[config.mk]
export PLATFORM = sky130hd
export DESIGN_NAME = ast_mac_filter_flat
export DESIGN_NICKNAME = d
export VERILOG_FILES = /design/src/rtl/ast_mac_filter_pkg.sv /design/src/rtl/ast_mac_filter_if.sv /design/src/rtl/ast_mac_filter_sat_counter.sv /design/src/rtl/ast_mac_filter.sv /design/src/flat_wrapper.sv
export SDC_FILE = /design/constraint.sdc
export NUM_CORES = 1
export LEC_CHECK = 0
export CAP_MARGIN = 15
export CORE_MARGIN = 2
export CORE_UTILIZATION = 48
export CTS_CLUSTER_SIZE = 30
export DETAILED_ROUTE_END_ITERATION = 12
export PLACE_DENSITY = 0.82
export SLEW_MARGIN = 20
export SYNTH_ARGS = -nofsm -noshare
export SYNTH_HDL_FRONTEND = slang
export SYNTH_SLANG_ARGS = --single-unit
[constraint.sdc]
create_clock -name clk_i -period 3.7 [get_ports clk_i]
set_clock_uncertainty 0.05 [all_clocks]
set_input_delay 0.925 -clock clk_i [delete_from_list [all_inputs] [get_ports clk_i]]
set_output_delay 0.925 -clock clk_i [all_outputs]
set_load 0.02 [all_outputs]
[src/rtl/ast_mac_filter_pkg.sv]
`default_nettype none
// -----------------------------------------------------------------------------
// mac_filter_pkg : shared types, constants and helpers for ast_mac_filter.
// Rev 1.0
// -----------------------------------------------------------------------------
package mac_filter_pkg;

    localparam int MAC_WIDTH = 48;
    localparam logic [MAC_WIDTH-1:0] BCAST_MAC = 48'hFFFF_FFFF_FFFF;

    typedef enum logic [0:0] {
        ST_IDLE = 1'b0,
        ST_PKT  = 1'b1
    } state_e;

    // Increments val, holding at the all-ones value of a width-bit counter (width <= 64).
    function automatic logic [63:0] sat_inc(input logic [63:0] val, input int width);
        logic [63:0] max_val;
        max_val = (width >= 64) ? {64{1'b1}} : ((64'd1 << width) - 64'd1);
        return (val >= max_val) ? max_val : val + 64'd1;
    endfunction

endpackage
`default_nettype wire

[src/rtl/ast_mac_filter_if.sv]
`default_nettype none
// -----------------------------------------------------------------------------
// avalon_st_if : Avalon-ST packet stream bundle with sink/src views.
// Rev 1.0
// -----------------------------------------------------------------------------
interface avalon_st_if #(
    parameter int DWIDTH        = 64,
    parameter int CHANNEL_WIDTH = 1
);
    localparam int EMPTY_WIDTH = $clog2(DWIDTH / 8);

    logic [DWIDTH-1:0]        data;
    logic                     valid;
    logic                     ready;
    logic                     startofpacket;
    logic                     endofpacket;
    logic [EMPTY_WIDTH-1:0]   empty;
    logic [CHANNEL_WIDTH-1:0] channel;

    modport sink (
        input  data, valid, startofpacket, endofpacket, empty, channel,
        output ready
    );

    modport src (
        output data, valid, startofpacket, endofpacket, empty, channel,
        input  ready
    );

endinterface
`default_nettype wire

[src/rtl/ast_mac_filter_sat_counter.sv]
`default_nettype none
// -----------------------------------------------------------------------------
// sat_counter : event counter that sticks at all-ones instead of wrapping.
// Rev 1.0
// -----------------------------------------------------------------------------
module sat_counter
    import mac_filter_pkg::*;
#(
    parameter int WIDTH = 32
) (
    input  wire logic             clk_i,
    input  wire logic             rst_ni,
    input  wire logic             inc_i,
    output logic [WIDTH-1:0]      count_o
);

    logic [WIDTH-1:0] count_q;
    logic [WIDTH-1:0] count_d;

    always_comb begin
        count_d = count_q;
        if (inc_i) begin
            count_d = WIDTH'(sat_inc(64'(count_q), WIDTH));
        end
    end

    always_ff @(posedge clk_i or negedge rst_ni) begin
        if (!rst_ni) begin
            count_q <= '0;
        end else begin
            count_q <= count_d;
        end
    end

    assign count_o = count_q;

endmodule
`default_nettype wire

[src/rtl/ast_mac_filter.sv]
`default_nettype none
// -----------------------------------------------------------------------------
// ast_mac_filter : one-stage Avalon-ST forwarder with destination-MAC
//                  classification, framing/length checks and statistics.
// Rev 1.0
// -----------------------------------------------------------------------------
module ast_mac_filter
    import mac_filter_pkg::*;
#(
    parameter int AST_DWIDTH    = 64,
    parameter int CHANNEL_WIDTH = 1,
    parameter int MIN_PCKT_SIZE = 60,
    parameter int MAX_PCKT_SIZE = 1514,
    parameter int CNT_WIDTH     = 32
) (
    input  wire logic                 clk_i,
    input  wire logic                 rst_ni,
    input  wire logic                 filter_en_i,
    input  wire logic [MAC_WIDTH-1:0] dst_mac_i,
    avalon_st_if.sink                 ast_sink_if,
    avalon_st_if.src                  ast_src_if,
    output logic                      wrken_o,
    output logic [CNT_WIDTH-1:0]      accept_cnt_o,
    output logic [CNT_WIDTH-1:0]      reject_cnt_o,
    output logic [CNT_WIDTH-1:0]      len_err_cnt_o,
    output logic [CNT_WIDTH-1:0]      frame_err_cnt_o
);

    localparam int BEAT_BYTES  = AST_DWIDTH / 8;
    localparam int EMPTY_WIDTH = $clog2(BEAT_BYTES);
    localparam int LEN_WIDTH   = 11;
    localparam int LEN_SUM_W   = LEN_WIDTH + 1;

    localparam logic [LEN_WIDTH-1:0] LEN_SAT  = '1;
    localparam logic [LEN_WIDTH-1:0] MIN_LEN  = LEN_WIDTH'(MIN_PCKT_SIZE);
    localparam logic [LEN_WIDTH-1:0] MAX_LEN  = LEN_WIDTH'(MAX_PCKT_SIZE);
    localparam logic [LEN_SUM_W-1:0] BEAT_LEN = LEN_SUM_W'(BEAT_BYTES);

    state_e                   state_q, state_d;
    logic                     rdy_en_q, rdy_en_d;
    logic [LEN_WIDTH-1:0]     len_q, len_d;
    logic                     hit_q, hit_d;
    logic                     src_valid_q, src_valid_d;
    logic [AST_DWIDTH-1:0]    src_data_q, src_data_d;
    logic                     src_sop_q, src_sop_d;
    logic                     src_eop_q, src_eop_d;
    logic [EMPTY_WIDTH-1:0]   src_empty_q, src_empty_d;
    logic [CHANNEL_WIDTH-1:0] src_channel_q, src_channel_d;
    logic                     wrken_q, wrken_d;

    logic                     sink_ready;
    logic                     sink_hs;
    logic [MAC_WIDTH-1:0]     sink_mac;
    logic                     hit_now;
    logic [LEN_SUM_W-1:0]     beat_len;
    logic [LEN_SUM_W-1:0]     len_sum;
    logic [LEN_WIDTH-1:0]     len_new;
    logic                     pkt_hit;
    logic                     pkt_end;
    logic                     fwd;
    logic                     accept_inc;
    logic                     reject_inc;
    logic                     len_err_inc;
    logic                     frame_err_inc;

    // rdy_en_q keeps the sink stalled until the first clock after reset release.
    assign sink_ready        = rdy_en_q & (~src_valid_q | ast_src_if.ready);
    assign ast_sink_if.ready = sink_ready;
    assign sink_hs           = ast_sink_if.valid & sink_ready;

    assign sink_mac = ast_sink_if.data[AST_DWIDTH-1 -: MAC_WIDTH];
    assign hit_now  = ~filter_en_i | (sink_mac == dst_mac_i) | (sink_mac == BCAST_MAC);

    always_comb begin
        beat_len = BEAT_LEN;
        if (ast_sink_if.endofpacket) begin
            beat_len = BEAT_LEN - LEN_SUM_W'(ast_sink_if.empty);
        end
        len_sum = (ast_sink_if.startofpacket ? '0 : {1'b0, len_q}) + beat_len;
        len_new = (len_sum > {1'b0, LEN_SAT}) ? LEN_SAT : len_sum[LEN_WIDTH-1:0];
    end

    always_comb begin
        state_d       = state_q;
        rdy_en_d      = 1'b1;
        len_d         = len_q;
        hit_d         = hit_q;
        src_data_d    = src_data_q;
        src_sop_d     = src_sop_q;
        src_eop_d     = src_eop_q;
        src_empty_d   = src_empty_q;
        src_channel_d = src_channel_q;
        src_valid_d   = src_valid_q & ~ast_src_if.ready;
        // The flag belongs to the packet on the output; it drops once its eop beat leaves.
        wrken_d       = (src_valid_q & ast_src_if.ready & src_eop_q) ? 1'b0 : wrken_q;
        pkt_hit       = hit_q;
        pkt_end       = 1'b0;
        fwd           = 1'b0;
        frame_err_inc = 1'b0;

        if (sink_hs) begin
            if ((state_q == ST_IDLE) && !ast_sink_if.startofpacket) begin
                frame_err_inc = 1'b1;
            end else begin
                fwd   = 1'b1;
                len_d = len_new;
                if ((state_q == ST_PKT) && ast_sink_if.startofpacket) begin
                    frame_err_inc = 1'b1;
                end
                if (ast_sink_if.startofpacket) begin
                    hit_d   = hit_now;
                    pkt_hit = hit_now;
                    wrken_d = hit_now;
                end
                if (ast_sink_if.endofpacket) begin
                    pkt_end = 1'b1;
                    state_d = ST_IDLE;
                end else begin
                    state_d = ST_PKT;
                end
            end
        end

        if (fwd) begin
            src_valid_d   = 1'b1;
            src_data_d    = ast_sink_if.data;
            src_sop_d     = ast_sink_if.startofpacket;
            src_eop_d     = ast_sink_if.endofpacket;
            src_empty_d   = ast_sink_if.empty;
            src_channel_d = ast_sink_if.channel;
        end

        accept_inc  = pkt_end & pkt_hit;
        reject_inc  = pkt_end & ~pkt_hit;
        len_err_inc = pkt_end & ((len_new < MIN_LEN) | (len_new > MAX_LEN));
    end

    always_ff @(posedge clk_i or negedge rst_ni) begin
        if (!rst_ni) begin
            state_q       <= ST_IDLE;
            rdy_en_q      <= 1'b0;
            len_q         <= '0;
            hit_q         <= 1'b0;
            src_valid_q   <= 1'b0;
            src_data_q    <= '0;
            src_sop_q     <= 1'b0;
            src_eop_q     <= 1'b0;
            src_empty_q   <= '0;
            src_channel_q <= '0;
            wrken_q       <= 1'b0;
        end else begin
            state_q       <= state_d;
            rdy_en_q      <= rdy_en_d;
            len_q         <= len_d;
            hit_q         <= hit_d;
            src_valid_q   <= src_valid_d;
            src_data_q    <= src_data_d;
            src_sop_q     <= src_sop_d;
            src_eop_q     <= src_eop_d;
            src_empty_q   <= src_empty_d;
            src_channel_q <= src_channel_d;
            wrken_q       <= wrken_d;
        end
    end

    assign ast_src_if.valid         = src_valid_q;
    assign ast_src_if.data          = src_data_q;
    assign ast_src_if.startofpacket = src_sop_q;
    assign ast_src_if.endofpacket   = src_eop_q;
    assign ast_src_if.empty         = src_empty_q;
    assign ast_src_if.channel       = src_channel_q;
    assign wrken_o                  = wrken_q;

    sat_counter #(.WIDTH(CNT_WIDTH)) u_accept_cnt (
        .clk_i   (clk_i),
        .rst_ni  (rst_ni),
        .inc_i   (accept_inc),
        .count_o (accept_cnt_o)
    );

    sat_counter #(.WIDTH(CNT_WIDTH)) u_reject_cnt (
        .clk_i   (clk_i),
        .rst_ni  (rst_ni),
        .inc_i   (reject_inc),
        .count_o (reject_cnt_o)
    );

    sat_counter #(.WIDTH(CNT_WIDTH)) u_len_err_cnt (
        .clk_i   (clk_i),
        .rst_ni  (rst_ni),
        .inc_i   (len_err_inc),
        .count_o (len_err_cnt_o)
    );

    sat_counter #(.WIDTH(CNT_WIDTH)) u_frame_err_cnt (
        .clk_i   (clk_i),
        .rst_ni  (rst_ni),
        .inc_i   (frame_err_inc),
        .count_o (frame_err_cnt_o)
    );

endmodule
`default_nettype wire

[src/flat_wrapper.sv]
// flat-port wrapper written by rule: the top's interface ports become plain ports
module ast_mac_filter_flat import mac_filter_pkg::*;
#(
    parameter int AST_DWIDTH    = 64,
    parameter int CHANNEL_WIDTH = 1,
    parameter int MIN_PCKT_SIZE = 60,
    parameter int MAX_PCKT_SIZE = 1514,
    parameter int CNT_WIDTH     = 32
)
  (clk_i, rst_ni, filter_en_i, dst_mac_i, wrken_o, accept_cnt_o, reject_cnt_o, len_err_cnt_o, frame_err_cnt_o, ast_sink_if_data, ast_sink_if_valid, ast_sink_if_startofpacket, ast_sink_if_endofpacket, ast_sink_if_empty, ast_sink_if_channel, ast_sink_if_ready, ast_src_if_data, ast_src_if_valid, ast_src_if_startofpacket, ast_src_if_endofpacket, ast_src_if_empty, ast_src_if_channel, ast_src_if_ready);
  avalon_st_if #(.DWIDTH((64)), .CHANNEL_WIDTH(CHANNEL_WIDTH)) ast_sink_if_i ();
  avalon_st_if #(.DWIDTH((64)), .CHANNEL_WIDTH(CHANNEL_WIDTH)) ast_src_if_i ();
  input  wire logic clk_i;
  input  wire logic rst_ni;
  input  wire logic filter_en_i;
  input  wire logic [MAC_WIDTH-1:0] dst_mac_i;
  output logic wrken_o;
  output logic [CNT_WIDTH-1:0] accept_cnt_o;
  output logic [CNT_WIDTH-1:0] reject_cnt_o;
  output logic [CNT_WIDTH-1:0] len_err_cnt_o;
  output logic [CNT_WIDTH-1:0] frame_err_cnt_o;
  input wire logic [$bits(ast_sink_if_i.data)-1:0] ast_sink_if_data;
  input wire logic [$bits(ast_sink_if_i.valid)-1:0] ast_sink_if_valid;
  input wire logic [$bits(ast_sink_if_i.startofpacket)-1:0] ast_sink_if_startofpacket;
  input wire logic [$bits(ast_sink_if_i.endofpacket)-1:0] ast_sink_if_endofpacket;
  input wire logic [$bits(ast_sink_if_i.empty)-1:0] ast_sink_if_empty;
  input wire logic [$bits(ast_sink_if_i.channel)-1:0] ast_sink_if_channel;
  output wire logic [$bits(ast_sink_if_i.ready)-1:0] ast_sink_if_ready;
  output wire logic [$bits(ast_src_if_i.data)-1:0] ast_src_if_data;
  output wire logic [$bits(ast_src_if_i.valid)-1:0] ast_src_if_valid;
  output wire logic [$bits(ast_src_if_i.startofpacket)-1:0] ast_src_if_startofpacket;
  output wire logic [$bits(ast_src_if_i.endofpacket)-1:0] ast_src_if_endofpacket;
  output wire logic [$bits(ast_src_if_i.empty)-1:0] ast_src_if_empty;
  output wire logic [$bits(ast_src_if_i.channel)-1:0] ast_src_if_channel;
  input wire logic [$bits(ast_src_if_i.ready)-1:0] ast_src_if_ready;
  assign ast_sink_if_i.data = ast_sink_if_data;
  assign ast_sink_if_i.valid = ast_sink_if_valid;
  assign ast_sink_if_i.startofpacket = ast_sink_if_startofpacket;
  assign ast_sink_if_i.endofpacket = ast_sink_if_endofpacket;
  assign ast_sink_if_i.empty = ast_sink_if_empty;
  assign ast_sink_if_i.channel = ast_sink_if_channel;
  assign ast_sink_if_ready = ast_sink_if_i.ready;
  assign ast_src_if_data = ast_src_if_i.data;
  assign ast_src_if_valid = ast_src_if_i.valid;
  assign ast_src_if_startofpacket = ast_src_if_i.startofpacket;
  assign ast_src_if_endofpacket = ast_src_if_i.endofpacket;
  assign ast_src_if_empty = ast_src_if_i.empty;
  assign ast_src_if_channel = ast_src_if_i.channel;
  assign ast_src_if_i.ready = ast_src_if_ready;
  ast_mac_filter #(.AST_DWIDTH(AST_DWIDTH), .CHANNEL_WIDTH(CHANNEL_WIDTH), .MIN_PCKT_SIZE(MIN_PCKT_SIZE), .MAX_PCKT_SIZE(MAX_PCKT_SIZE), .CNT_WIDTH(CNT_WIDTH)) u_core (.clk_i(clk_i), .rst_ni(rst_ni), .filter_en_i(filter_en_i), .dst_mac_i(dst_mac_i), .ast_sink_if(ast_sink_if_i), .ast_src_if(ast_src_if_i), .wrken_o(wrken_o), .accept_cnt_o(accept_cnt_o), .reject_cnt_o(reject_cnt_o), .len_err_cnt_o(len_err_cnt_o), .frame_err_cnt_o(frame_err_cnt_o));
endmodule
### After elaboration in Yosys (flattened, before gate mapping)

Cells that the tools add are included.

* add/sub/neg operators: 6
* magnitude comparators: 7
* equal/unequal tests: 2
* multiplexer cells: 24
* bitwise logic cells: 18
* reductions and logical operators: 4

Operators with widths (number)
* adder 32 x 1 -> 32 bit (second input constant): 4
* >= comparator 32 bit (second input constant): 4
* two-way mux 32 bit: 4
* == test 48 bit: 1
* == test 48 bit (second input constant): 1
* two-way mux 11 bit: 2
* two-way mux 1 bit: 17
* adder 12 bit: 1
* greater-than comparator 12 x 11 -> 1 bit (second input constant): 1
* two-way mux 12 bit: 1
* greater-than comparator 11 bit (second input constant): 1
* less-than comparator 11 x 6 -> 1 bit (second input constant): 1
* bitwise AND 1 bit: 8
* NOT 1 bit: 6
* subtractor 4 x 3 -> 5 bit (first input constant): 1
* OR 1 bit: 4
* logical AND 1 bit: 2
* AND reduction 2 bit: 1
* logical NOT 1 bit: 1

* flip-flop bits (word level): 214
* input port bits: 123
* output and inout port bits: 201
* logic and storage cells: 76

### Logic depth before layout (Yosys ltp)

Gate-level depths: netlist (run 1).

* depth in word-level cells: 8
* gate-level depth with buffers: 16
* gate-level depth less buffers: 13

### By module

A second synthesis (run 1) with hierarchy kept.

* cell total of the unflattened synthesis: 1223
* area total of the unflattened synthesis: 11299.6 µm²

By module, submodules not included
* sat_counter: times used 4, cells each 172, area an instance 1694.1 µm²
* ast_mac_filter: times used 1, cells each 535, area an instance 4523.1 µm²

### Worst setup path before layout (run 1)

Ideal clock, no wire load.

* path type: in2reg
* from: input port ast_sink_if_startofpacket
* to: register u_core.u_len_err_cnt.count_q[30] (netlist: u_core.u_len_err_cnt.count_o[30])
* library setup time: 0.128 ns
* data arrival time: 3.945 ns
* path slack: -0.422 ns
* stages on the path: 14
* cells stage by stage: clkbuf_1 nor2b_1 ha_1 inv_1 fa_1 nand2b_1 a211oi_2 nand4_1 a311oi_2 a32oi_2 and2_4 buf_6 nor4_2 mux2_1

* longest elaborated chain between the ends: 7
* elaborated cells on any way between the ends: 12
* classes of those cells: add/sub: 1; order compare: 3; mux: 4; bitwise: 2; reduce/logical: 2

Ends and longest elaborated chain
* start: declaration: RTL line flat_wrapper.sv:24 `input wire logic [$bits(ast_sink_if_i.startofpacket)-1:0] ast_sink_if_startofpacket;`
* two-way mux 11 bit: RTL line ast_mac_filter.sv:79 `len_sum = (ast_sink_if.startofpacket ? '0 : {1'b0, len_q}) + beat_len;`
* adder 12 bit: RTL line ast_mac_filter.sv:79
* greater-than comparator 12 x 11 -> 1 bit: RTL line ast_mac_filter.sv:80 `len_new = (len_sum > {1'b0, LEN_SAT}) ? LEN_SAT : len_sum[LEN_WIDTH-1:0];`
* two-way mux 11 bit: RTL line ast_mac_filter.sv:80
* less-than comparator 11 x 6 -> 1 bit / greater-than comparator 11 bit (equally long branches): RTL line ast_mac_filter.sv:135 `len_err_inc = pkt_end & ((len_new < MIN_LEN) | (len_new > MAX_LEN));`
* OR 1 bit: RTL line ast_mac_filter.sv:135
* bitwise AND 1 bit (*): RTL line ast_mac_filter.sv:135
* end signal: assignment: RTL line ast_mac_filter_sat_counter.sv:31 `count_q <= count_d;`
* end: declaration: RTL line ast_mac_filter_sat_counter.sv:17 `logic [WIDTH-1:0] count_q;`

Every way passes the cells marked *; elsewhere a longest branch is shown, timed or not.
A chain may end at the register's enable or synchronous reset.

### Final worst setup path (run 1)

* from: input port ast_sink_if_endofpacket
* to: register u_core.u_len_err_cnt.count_q[30] (netlist: u_core.u_len_err_cnt.count_o[30])

* longest elaborated chain between the ends: 7
* elaborated cells on any way between the ends: 11
* classes of those cells: add/sub: 1; order compare: 3; mux: 5; bitwise: 2

Ends and longest elaborated chain
* start: declaration: RTL line flat_wrapper.sv:25 `input wire logic [$bits(ast_sink_if_i.endofpacket)-1:0] ast_sink_if_endofpacket;`
* two-way mux 12 bit: RTL line ast_mac_filter.sv:76 `if (ast_sink_if.endofpacket) begin`
* adder 12 bit: RTL line ast_mac_filter.sv:79
* greater-than comparator 12 x 11 -> 1 bit: RTL line ast_mac_filter.sv:80
* two-way mux 11 bit: RTL line ast_mac_filter.sv:80
* less-than comparator 11 x 6 -> 1 bit / greater-than comparator 11 bit (equally long branches): RTL line ast_mac_filter.sv:135
* OR 1 bit: RTL line ast_mac_filter.sv:135
* bitwise AND 1 bit (*): RTL line ast_mac_filter.sv:135

Marked as above.

==> flow_metrics.env, run 1 <==
export IMPL_status="complete, no violations"
export IMPL_antenna_found_initial=1
export IMPL_portBuffers=323
export IMPL_area_growth_pct=48.0
export IMPL_drc=0
export IMPL_die_height_um=157
export IMPL_met3_usage_pct=5.54
export IMPL_dp_hpwl_um=27100
export IMPL_cp_arrival_ns=4.02
export IMPL_synthDistinctLibCells=69
export IMPL_dpl_cell_area_sq_um=15700
export IMPL_multi_input_area_sq_um=5720
export IMPL_dp_cells=1944
export IMPL_critPathMaxFanout=6
export IMPL_cts_sinks=214
export IMPL_required_ns=4.06
export IMPL_worstMarginPinSlew_ns=0.720
export IMPL_finalPower_mw=7.91
export IMPL_finalHoldViolations=0
export IMPL_postSynthCellCount=1243
export IMPL_worstPathCellList="dlygate4sd2_1, and2_1, ha_2, inv_2, fa_2, nand2b_4, a211oi_4, nand4_1, a311oi_2, a32oi_4, and2_4, nor4_4, mux2_4"
export IMPL_synth_area_leaders="dfrtp_1, nand2_1, xnor2_1"
export IMPL_grt_usage_pct=29.3
export IMPL_ctsHoldBuffers=0
export IMPL_detail_route_first_pass_iterations=5
export IMPL_vias_per_cell=5.62
export IMPL_coreArea_sq_um=22800
export IMPL_synth_flop_cell="dfrtp_1"
export IMPL_ys_seq_area_share_pct=47.8
export IMPL_post_synth_top_count_cell="nand2_1"
export IMPL_clk_pin_slew_worst_paths_ns=0.06
export IMPL_cpMaxStageDelayCell="a311oi_2"
export IMPL_setup_tns_ns=0
export IMPL_grt_max_degree=78
export IMPL_boundaryPins=324
export IMPL_grt_busiest_layer="met2"
export IMPL_path_class="in2reg"
export IMPL_grt_use_met2_pct=49.0
export IMPL_tritoncts="yes"
export IMPL_ys_seq_elements=214
export IMPL_fmax_mhz=273
export IMPL_synth_common_cells="nand2_1, dfrtp_1, nand3_1"
export IMPL_wl_per_cell_um=18.6
export IMPL_clockRootBuffer="clkbuf_16"
export IMPL_clk_latency_ns=0.52
export IMPL_core_rowCount=55
export IMPL_netlist_area_sq_um=11200
export IMPL_whs_ns=0.316
export IMPL_die_area_sq_um=24600
export IMPL_slew_headroom_pct=51.6
export IMPL_cts_path_max_buffers=3
export IMPL_holdCritPathClass="in2async"
export IMPL_cts_buffers=25
export IMPL_drt_wl_total_um=37100
export IMPL_p_per_area_nw_per_um2=476
export IMPL_synth_edf_count=0
export IMPL_fp_dieW_um=157
export IMPL_cts_htree_levels=1
export IMPL_final_nets=1798
export IMPL_dp_worst_setup_slack_ns=-0.859
export IMPL_power_leakage_nw=7.49
export IMPL_cp_end_kind="register"
export IMPL_post_route_util_pct=72.9
export IMPL_grt_pass1_vias=10900
export IMPL_r2r_cells=12
export IMPL_slew_viol_final=0
export IMPL_yosys_area_top_type="dfrtp_1"
export IMPL_instances_no_fill=1994
export IMPL_syn_area_per_cell_sq_um=9.02
export IMPL_fin_ws_ns=0.0376
export IMPL_yosysWarnings=0
export IMPL_drtIter0Drc=875
export IMPL_min_period_ns=3.66
export IMPL_seqCellArea_sq_um=5360
export IMPL_max_stage_delay_ns=0.37
export IMPL_overflow=0
export IMPL_grt_pass1_wl_um=57600
export IMPL_setup_violations=0
export IMPL_critPathLaunchType="input pin"
export IMPL_grtUsageMet1_pct=38.4
export IMPL_timing_rr_end="u_core.u_len_err_cnt.count_o[30]"
export IMPL_vias=11200
export IMPL_ant_nets=0
export IMPL_synth_top_area_share_pct=47.8
export IMPL_drive_above_1_share_pct=14.2
export IMPL_min_period_over_period_pct=99.0
export IMPL_synthArstFlopShare_pct=100
export IMPL_ir_drop_uv=391
export IMPL_maxCapViolCount=0
export IMPL_r2r_start="u_core.len_q[0]"
export IMPL_initial_core_util_pct=49.2
export IMPL_reg2reg_setup_slack_ns=0.29
export IMPL_synth_nets=1377
export IMPL_gp_congestion=0.885
export IMPL_nFillCells=1637
export IMPL_final_area_sq_um=16600
routing by layer:
layer | vias to the layer above | wire (um)
met5 | - | 0
met4 | 0 | 1320
met3 | 90 | 2870
met2 | 493 | 17800
met1 | 5372 | 15100
li1 | 5260 | -
cell type report:
| class | count | share of cell area (%) |
|---|---|---|
| tap | 313 | 2.36 |
| clock buffer | 29 | 3.86 |
| sequential | 214 | 32.3 |
| multi-input combinational | 946 | 34.5 |
| clock inverter | 14 | 0.957 |
| timing repair buffer | 450 | 25.5 |
| antenna | 1 | 0.0151 |
| inverter | 27 | 0.611 |
critical path: cells and delay by family:
kind,cells,cell delay (ns)
buffers and inverters,2,0.28
adders and majority gates,2,0.53
AOI/OAI and AO/OA,3,0.94
muxes,1,0.32
and+or+nand+nor,5,1.01
where the power goes:
part | internal (mW) | switching (mW) | total, mW
registers | 2.70 | 0.327 | 3.02
logic | 1.16 | 1.28 | 2.44
clock network | 1.45 | 0.999 | 2.45
total | 5.30 | 2.60 | 7.91
sequential cells by signal, summed over array words and instances (netlist names):
signal and count:
u_core.u_len_err_cnt.count_o 32, u_core.ast_src_if.data 64, u_core.ast_src_if.empty 3, u_core.u_accept_cnt.count_o 32, u_core.u_frame_err_cnt.count_o 32, u_core.wrken_o 1, u_core.rdy_en_q 1, u_core.u_reject_cnt.count_o 32
u_core.ast_src_if.startofpacket 1, u_core.len_q 11, u_core.hit_q 1, u_core.ast_src_if.channel 1, u_core.state_q 1, u_core.ast_src_if.endofpacket 1, u_core.ast_src_if.valid 1
how the worst max path moves through the flow:
stage | startpoint | end | slack [ns] | cells after the start
CTS | ast_sink_if_empty[0] | u_core.u_len_err_cnt.count_o[14] | 0.008 | 14
detailed placement | ast_sink_if_empty[0] | u_core.u_len_err_cnt.count_o[11] | -0.86 | 14
global placement | ast_sink_if_empty[0] | u_core.u_len_err_cnt.count_o[30] | -0.74 | 14
floorplan | ast_sink_if_startofpacket | u_core.u_len_err_cnt.count_o[30] | -0.20 | 14
finish | ast_sink_if_endofpacket | u_core.u_len_err_cnt.count_o[30] | 0.04 | 13
global route | ast_sink_if_endofpacket | u_core.u_len_err_cnt.count_o[14] | -0.04 | 13
cells by family (layout without fill, tap and decap cells):
kind of cell,count (synthesis),in the layout,share of synthesized area (%)
AOI/OAI and AO/OA,172,172,10.5
xor gates and xnor gates,99,99,7.73
adders and majority gates,11,11,1.29
buffers and inverters,84,520,3.04
DFF,214,214,47.8
muxes,22,22,2.18
other,1,2,0.0335
and+or+nand+nor,640,641,27.5
cells in the final DEF, fill, tap and decap left out, drive strengths merged, types with 13 or more instances in the layout:
master	instances
a21oi	36
inv	28
nand3	71
nand4	50
nor3	13
xnor2	66
nor2	34
buf	128
o21ai	43
and3	47
nand2	325
xor2	33
dfrtp	214
nor4	31
a31oi	27
clkbuf	32
clkdlybuf4s50	317
and2	15
mux2	19
repair_timing:
item,4_1_cts,5_1_grt
pin swaps,15,10
buffers inserted,1,4
endpoints found under the setup margin,32,32
gates resized for setup,22,12
endpoints found under the hold margin,0,0
gates cloned,1,0
(Power assumes the default switching activity.)
==> run 2, diff against run 1 <==
==> constraint.sdc (replaced) <==
create_clock -name clk_i -period 3.8 [get_ports clk_i]
set_clock_uncertainty 0.05 [all_clocks]
set_input_delay 0.95 -clock clk_i [delete_from_list [all_inputs] [get_ports clk_i]]
set_output_delay 0.95 -clock clk_i [all_outputs]
set_load 0.02 [all_outputs]
==> flow_metrics.env, run 2 (synthesis gave the netlist of run 1 again) <==
export IMPL_area_growth_pct=48.0
export IMPL_cts_path_max_buffers=3
export IMPL_grt_busiest_layer="met2"
export IMPL_worstMarginPinSlew_ns=0.726
export IMPL_status="complete, no violations"
export IMPL_portBuffers=323
export IMPL_gp_congestion=0.897
export IMPL_grt_pass1_vias=10800
export IMPL_ctsHoldBuffers=0
export IMPL_tritoncts="yes"
export IMPL_vias=11200
export IMPL_coreArea_sq_um=22800
export IMPL_holdCritPathClass="in2async"
export IMPL_cp_end_kind="register"
export IMPL_grtUsageMet1_pct=37.4
export IMPL_final_nets=1788
export IMPL_drive_above_1_share_pct=13.5
export IMPL_critPathMaxFanout=5
export IMPL_drc=0
export IMPL_seqPwrFrac_pct=37.5
export IMPL_clockRootBuffer="clkbuf_16"
export IMPL_clk_pin_slew_worst_paths_ns=0.06
export IMPL_power_leakage_nw=7.48
export IMPL_cts_htree_levels=1
export IMPL_ant_nets=0
export IMPL_rsz0062_at_grt="false"
export IMPL_grt_pass1_wl_um=57000
export IMPL_die_area_sq_um=24600
export IMPL_grt_usage_pct=29.1
export IMPL_largest_register_ffs=64
export IMPL_initial_core_util_pct=49.2
export IMPL_swShare_pct=32.4
export IMPL_grt_use_met2_pct=47.8
export IMPL_cts_sinks=214
export IMPL_boundaryPins=324
export IMPL_required_ns=4.16
export IMPL_overflow=0
export IMPL_p_int_mw=5.31
export IMPL_whs_ns=0.322
export IMPL_fmax_mhz=272
export IMPL_drt_wl_total_um=37200
export IMPL_setup_tns_ns=0
export IMPL_clkPwrFrac_pct=32.4
export IMPL_met3_usage_pct=6.54
export IMPL_ir_drop_uv=360
export IMPL_min_period_ns=3.67
export IMPL_slew_headroom_pct=51.5
export IMPL_grt_max_degree=81
export IMPL_nFillCells=1626
export IMPL_cts_buffers=25
export IMPL_finalHoldViolations=0
export IMPL_post_route_util_pct=72.8
export IMPL_p_comb_share_pct=30.1
export IMPL_drtIter0Drc=907
export IMPL_dpl_cell_area_sq_um=15600
export IMPL_p_per_area_nw_per_um2=474
export IMPL_antenna_found_initial=2
export IMPL_maxCapViolCount=0
export IMPL_wl_per_cell_um=18.7
export IMPL_min_period_over_period_pct=96.7
export IMPL_vias_per_cell=5.64
export IMPL_clk_latency_ns=0.52
export IMPL_layout_common_cells="nand2_1, clkdlybuf4s50_1, dfrtp_1"
export IMPL_finalPower_mw=7.86
export IMPL_layout_commonest_cell="nand2_1"
export IMPL_slew_viol_final=0
export IMPL_dp_hpwl_um=27000
export IMPL_final_area_sq_um=16600
export IMPL_setup_violations=0
export IMPL_critPathLaunchType="input pin"
export IMPL_cp_arrival_ns=4.03
export IMPL_fp_dieW_um=157
export IMPL_detail_route_first_pass_iterations=5
export IMPL_p_sw_mw=2.54
export IMPL_path_class="in2reg"
export IMPL_die_height_um=157
export IMPL_core_rowCount=55
==> run 2: cell types whose count changed in the layout (fill, tap and decap cells not counted), sizes merged <==
| cell | delta |
|---|---|
| inv | +1 |
| clkinv | -7 |
| dlymetal6s2s | +3 |
| clkbuf | +9 |
| and2 | -1 |
| diode | +2 |
| dlygate4sd2 | -2 |
| buf | -9 |
| clkinvlp | -2 |
==> run 2: what timing repair did <==
| action | CTS | global route |
|---|---|---|
| endpoints found under the setup margin | 31 | 42 |
| resized for setup | 13 | 20 |
| buffers inserted | 2 | 3 |
| pin swaps | 6 | 13 |
==> run 2: path summary, 6_finish.rpt <==
kind,slack (ns),from,cells past startpoint,end
setup / recovery,0.13,ast_sink_if_empty[1],16,u_core.u_len_err_cnt.count_o[14]
hold / removal,0.32,rst_ni,1,u_core.u_accept_cnt.count_o[30]
setup reg to reg,0.36,u_core.len_q[0],13,u_core.u_len_err_cnt.count_o[14]
hold reg to reg,0.42,u_core.ast_src_if.data[34],2,u_core.ast_src_if.data[34]
max in group asynchronous,2.50,rst_ni,2,u_core.u_reject_cnt.count_o[8]
min in group clk_i,0.42,u_core.ast_src_if.data[34],2,u_core.ast_src_if.data[34]
==> run 2: layout make-up <==
| type | instances | area (sq um) | share of cell area (%) |
|---|---|---|---|
| Antenna cell | 3 | 7.51 | 0.0453 |
| Timing Repair Buffer | 441 | 4170 | 25.1 |
| Clock inverter | 6 | 118 | 0.709 |
| Sequential cell | 214 | 5360 | 32.3 |
| Clock buffer | 39 | 758 | 4.57 |
| Tap cell | 313 | 392 | 2.36 |
| Multi-Input combinational cell | 945 | 5690 | 34.3 |
| Inverter | 27 | 101 | 0.611 |
==> run 2: stage by stage <==
stage | cells | setup slack, ns
floorplan | 1243 | -0.127
global placement | 1935 | -0.635
detailed placement | 1935 | -0.732
CTS | 1982 | 0.0178
global route | 1987 | 0.0233
finish | 1988 | 0.125
==> run 2: worst max-delay path, cell delays in order <==
cell and delay, ns:
clkbuf_2 0.11, inv_1 0.06, ha_2 0.17, xnor2_1 0.12
and2_4 0.17, ha_4 0.27, buf_4 0.11, nand2b_4 0.07
a211oi_4 0.34, mux2i_1 0.23, o221ai_1 0.15, a211o_1 0.36
buf_6 0.15, a2111oi_4 0.47, a31o_2 0.23, nand3_2 0.06
==> run 2: layer usage <==
layer,routed length [um],vias up
met5,0,-
met4,1510,0
met3,3090,104
met2,17800,517
met1,14900,5361
li1,-,5223
==> run 2: power groups by stage <==
stage / Combinational, mW / Sequential, mW / Clock [mW]
after global placement: 2.26 / 2.95 / 0
after floorplan: 0.763 / 3.28 / 0
after global routing: 2.53 / 3.00 / 2.66
after CTS: 2.35 / 2.94 / 2.58
final: 2.36 / 2.95 / 2.55
after detailed placement: 2.30 / 2.97 / 0
==> run 3, diff against run 2 <==
--- a/config.mk
+++ b/config.mk
@@ -11,6 +11,7 @@
 export CTS_CLUSTER_SIZE = 30
 export DETAILED_ROUTE_END_ITERATION = 12
 export PLACE_DENSITY = 0.82
+export SETUP_SLACK_MARGIN = 0.3
 export SLEW_MARGIN = 20
 export SYNTH_ARGS = -nofsm -noshare
 export SYNTH_HDL_FRONTEND = slang
==> flow_metrics.env, run 3 (synthesis gave the netlist of run 1 again) <==
export IMPL_ctsHoldBuffers=0
export IMPL_maxCapViolCount=0
export IMPL_initial_core_util_pct=49.2
export IMPL_reg2reg_setup_slack_ns=0.46
export IMPL_cts_htree_levels=1
export IMPL_grt_usage_pct=29.8
export IMPL_power_leakage_nw=7.59
export IMPL_finalHoldViolations=0
export IMPL_ant_nets=0
export IMPL_coreArea_sq_um=22800
export IMPL_clockRootBuffer="clkbuf_16"
export IMPL_overflow=0
export IMPL_ir_drop_uv=312
export IMPL_slew_headroom_pct=47.1
export IMPL_fin_ws_ns=0.276
export IMPL_vias_per_cell=5.69
export IMPL_setup_tns_ns=0
export IMPL_clk_latency_ns=0.53
export IMPL_dp_worst_setup_slack_ns=-0.743
export IMPL_seqCellArea_sq_um=5360
export IMPL_critPathLaunchType="input pin"
export IMPL_setup_violations=0
export IMPL_dpl_cell_area_sq_um=15600
export IMPL_die_height_um=157
export IMPL_portBuffers=323
export IMPL_timing_rr_end="u_core.u_len_err_cnt.count_o[18]"
export IMPL_area_growth_pct=50.2
export IMPL_layout_commonest_cell="nand2_1"
export IMPL_p_per_area_nw_per_um2=454
export IMPL_rsz0062_at_grt="true"
export IMPL_r2r_cells=14
export IMPL_drc=0
export IMPL_slew_viol_final=0
export IMPL_status="complete, no violations"
export IMPL_critPathMaxFanout=5
export IMPL_clk_pin_slew_worst_paths_ns=0.06
export IMPL_layout_common_cells="nand2_1, clkdlybuf4s50_1, dfrtp_1"
export IMPL_largest_register_ffs=64
export IMPL_core_rowCount=55
export IMPL_min_period_ns=3.52
export IMPL_dp_hpwl_um=27200
export IMPL_detail_route_first_pass_iterations=5
export IMPL_cts_sinks=214
export IMPL_tritoncts="yes"
export IMPL_final_area_sq_um=16800
export IMPL_path_class="in2reg"
export IMPL_wl_per_cell_um=19.0
export IMPL_drtIter0Drc=867
export IMPL_grt_pass1_wl_um=58600
export IMPL_gp_congestion=0.907
export IMPL_multi_input_area_sq_um=5970
export IMPL_holdCritPathClass="in2async"
export IMPL_post_route_util_pct=73.9
export IMPL_drt_wl_total_um=37900
export IMPL_cts_buffers=23
export IMPL_drive_above_1_share_pct=16.1
export IMPL_cp_arrival_ns=3.93
export IMPL_final_nets=1800
export IMPL_grt_max_degree=83
export IMPL_required_ns=4.21
export IMPL_grt_pass1_vias=11100
export IMPL_die_area_sq_um=24600
export IMPL_worstMarginPinSlew_ns=0.794
export IMPL_fmax_mhz=284
export IMPL_cp_end_kind="register"
export IMPL_cts_path_max_buffers=3
export IMPL_fp_dieW_um=157
export IMPL_min_period_over_period_pct=92.7
export IMPL_vias=11400
export IMPL_nFillCells=1612
export IMPL_r2r_start="u_core.len_q[0]"
export IMPL_antenna_found_initial=3
export IMPL_boundaryPins=324
[run 3: worst max path at each step]
stage,from,end,slack [ns],depth (start not counted)
final,ast_sink_if_empty[0],u_core.u_len_err_cnt.count_o[18],0.28,16
after global routing,ast_sink_if_empty[0],u_core.u_len_err_cnt.count_o[18],0.16,16
after CTS,ast_sink_if_empty[1],u_core.u_len_err_cnt.count_o[30],0.30,13
after detailed placement,ast_sink_if_empty[0],u_core.u_len_err_cnt.count_o[11],-0.74,13
after global placement,ast_sink_if_empty[0],u_core.u_len_err_cnt.count_o[30],-0.62,14
after floorplan,ast_sink_if_startofpacket,u_core.u_len_err_cnt.count_o[30],-0.13,14
[run 3: worst max-delay path, cell delays in order]
cell and delay (ns):
buf_8 0.08, buf_6 0.10, and2_4 0.14, ha_4 0.13
inv_2 0.04, fa_2 0.35, nand2b_4 0.17, a211oi_4 0.33
mux2i_1 0.29, o221ai_1 0.14, a211o_1 0.29, buf_6 0.14
a2111oi_4 0.41, buf_4 0.19, nand3b_1 0.09, nand3_2 0.08
[run 3: through the flow]
step           hold slack (ns)  cells  power (mW)
6_report                 0.392   1997        7.64
5_1_grt                  0.416   1997        7.98
4_1_cts                  0.404   1992        7.61
3_5_place_dp             0.411   1944        5.31
3_3_place_gp             0.407   1944        5.23
2_1_floorplan            0.400   1243        4.05
[run 3: report_power, final]
part | switching, mW | total [mW] | internal (mW)
Sequential | 0.321 | 2.95 | 2.62
Combinational | 1.30 | 2.47 | 1.17
Clock | 0.929 | 2.22 | 1.29
Total | 2.55 | 7.64 | 5.09
[run 3: final cells by class]
type / count / area share [%]
diodes: 3 / 0.0446
clock buffers: 33 / 4.00
clock inverters: 7 / 0.394
inverters: 27 / 0.617
multi-input cells: 946 / 35.4
flip-flops and latches: 214 / 31.8
well taps: 313 / 2.33
repair buffers: 454 / 25.4
[run 3: repair_timing]
item,CTS,global route
endpoints found under the setup margin,78,73
buffers inserted,7,2
resized for setup,53,40
gates cloned,1,0
pin swaps,22,25
[run 3: layer usage]
| layer | routed length, um | GRT usage, % | vias up |
|---|---|---|---|
| met3 | 3420 | 6.92 | 81 |
| met4 | 1250 | 11.3 | 0 |
| met5 | 0 | 0 | - |
| li1 | - | - | 5251 |
| met2 | 18300 | 48.9 | 476 |
| met1 | 14900 | 38.5 | 5549 |
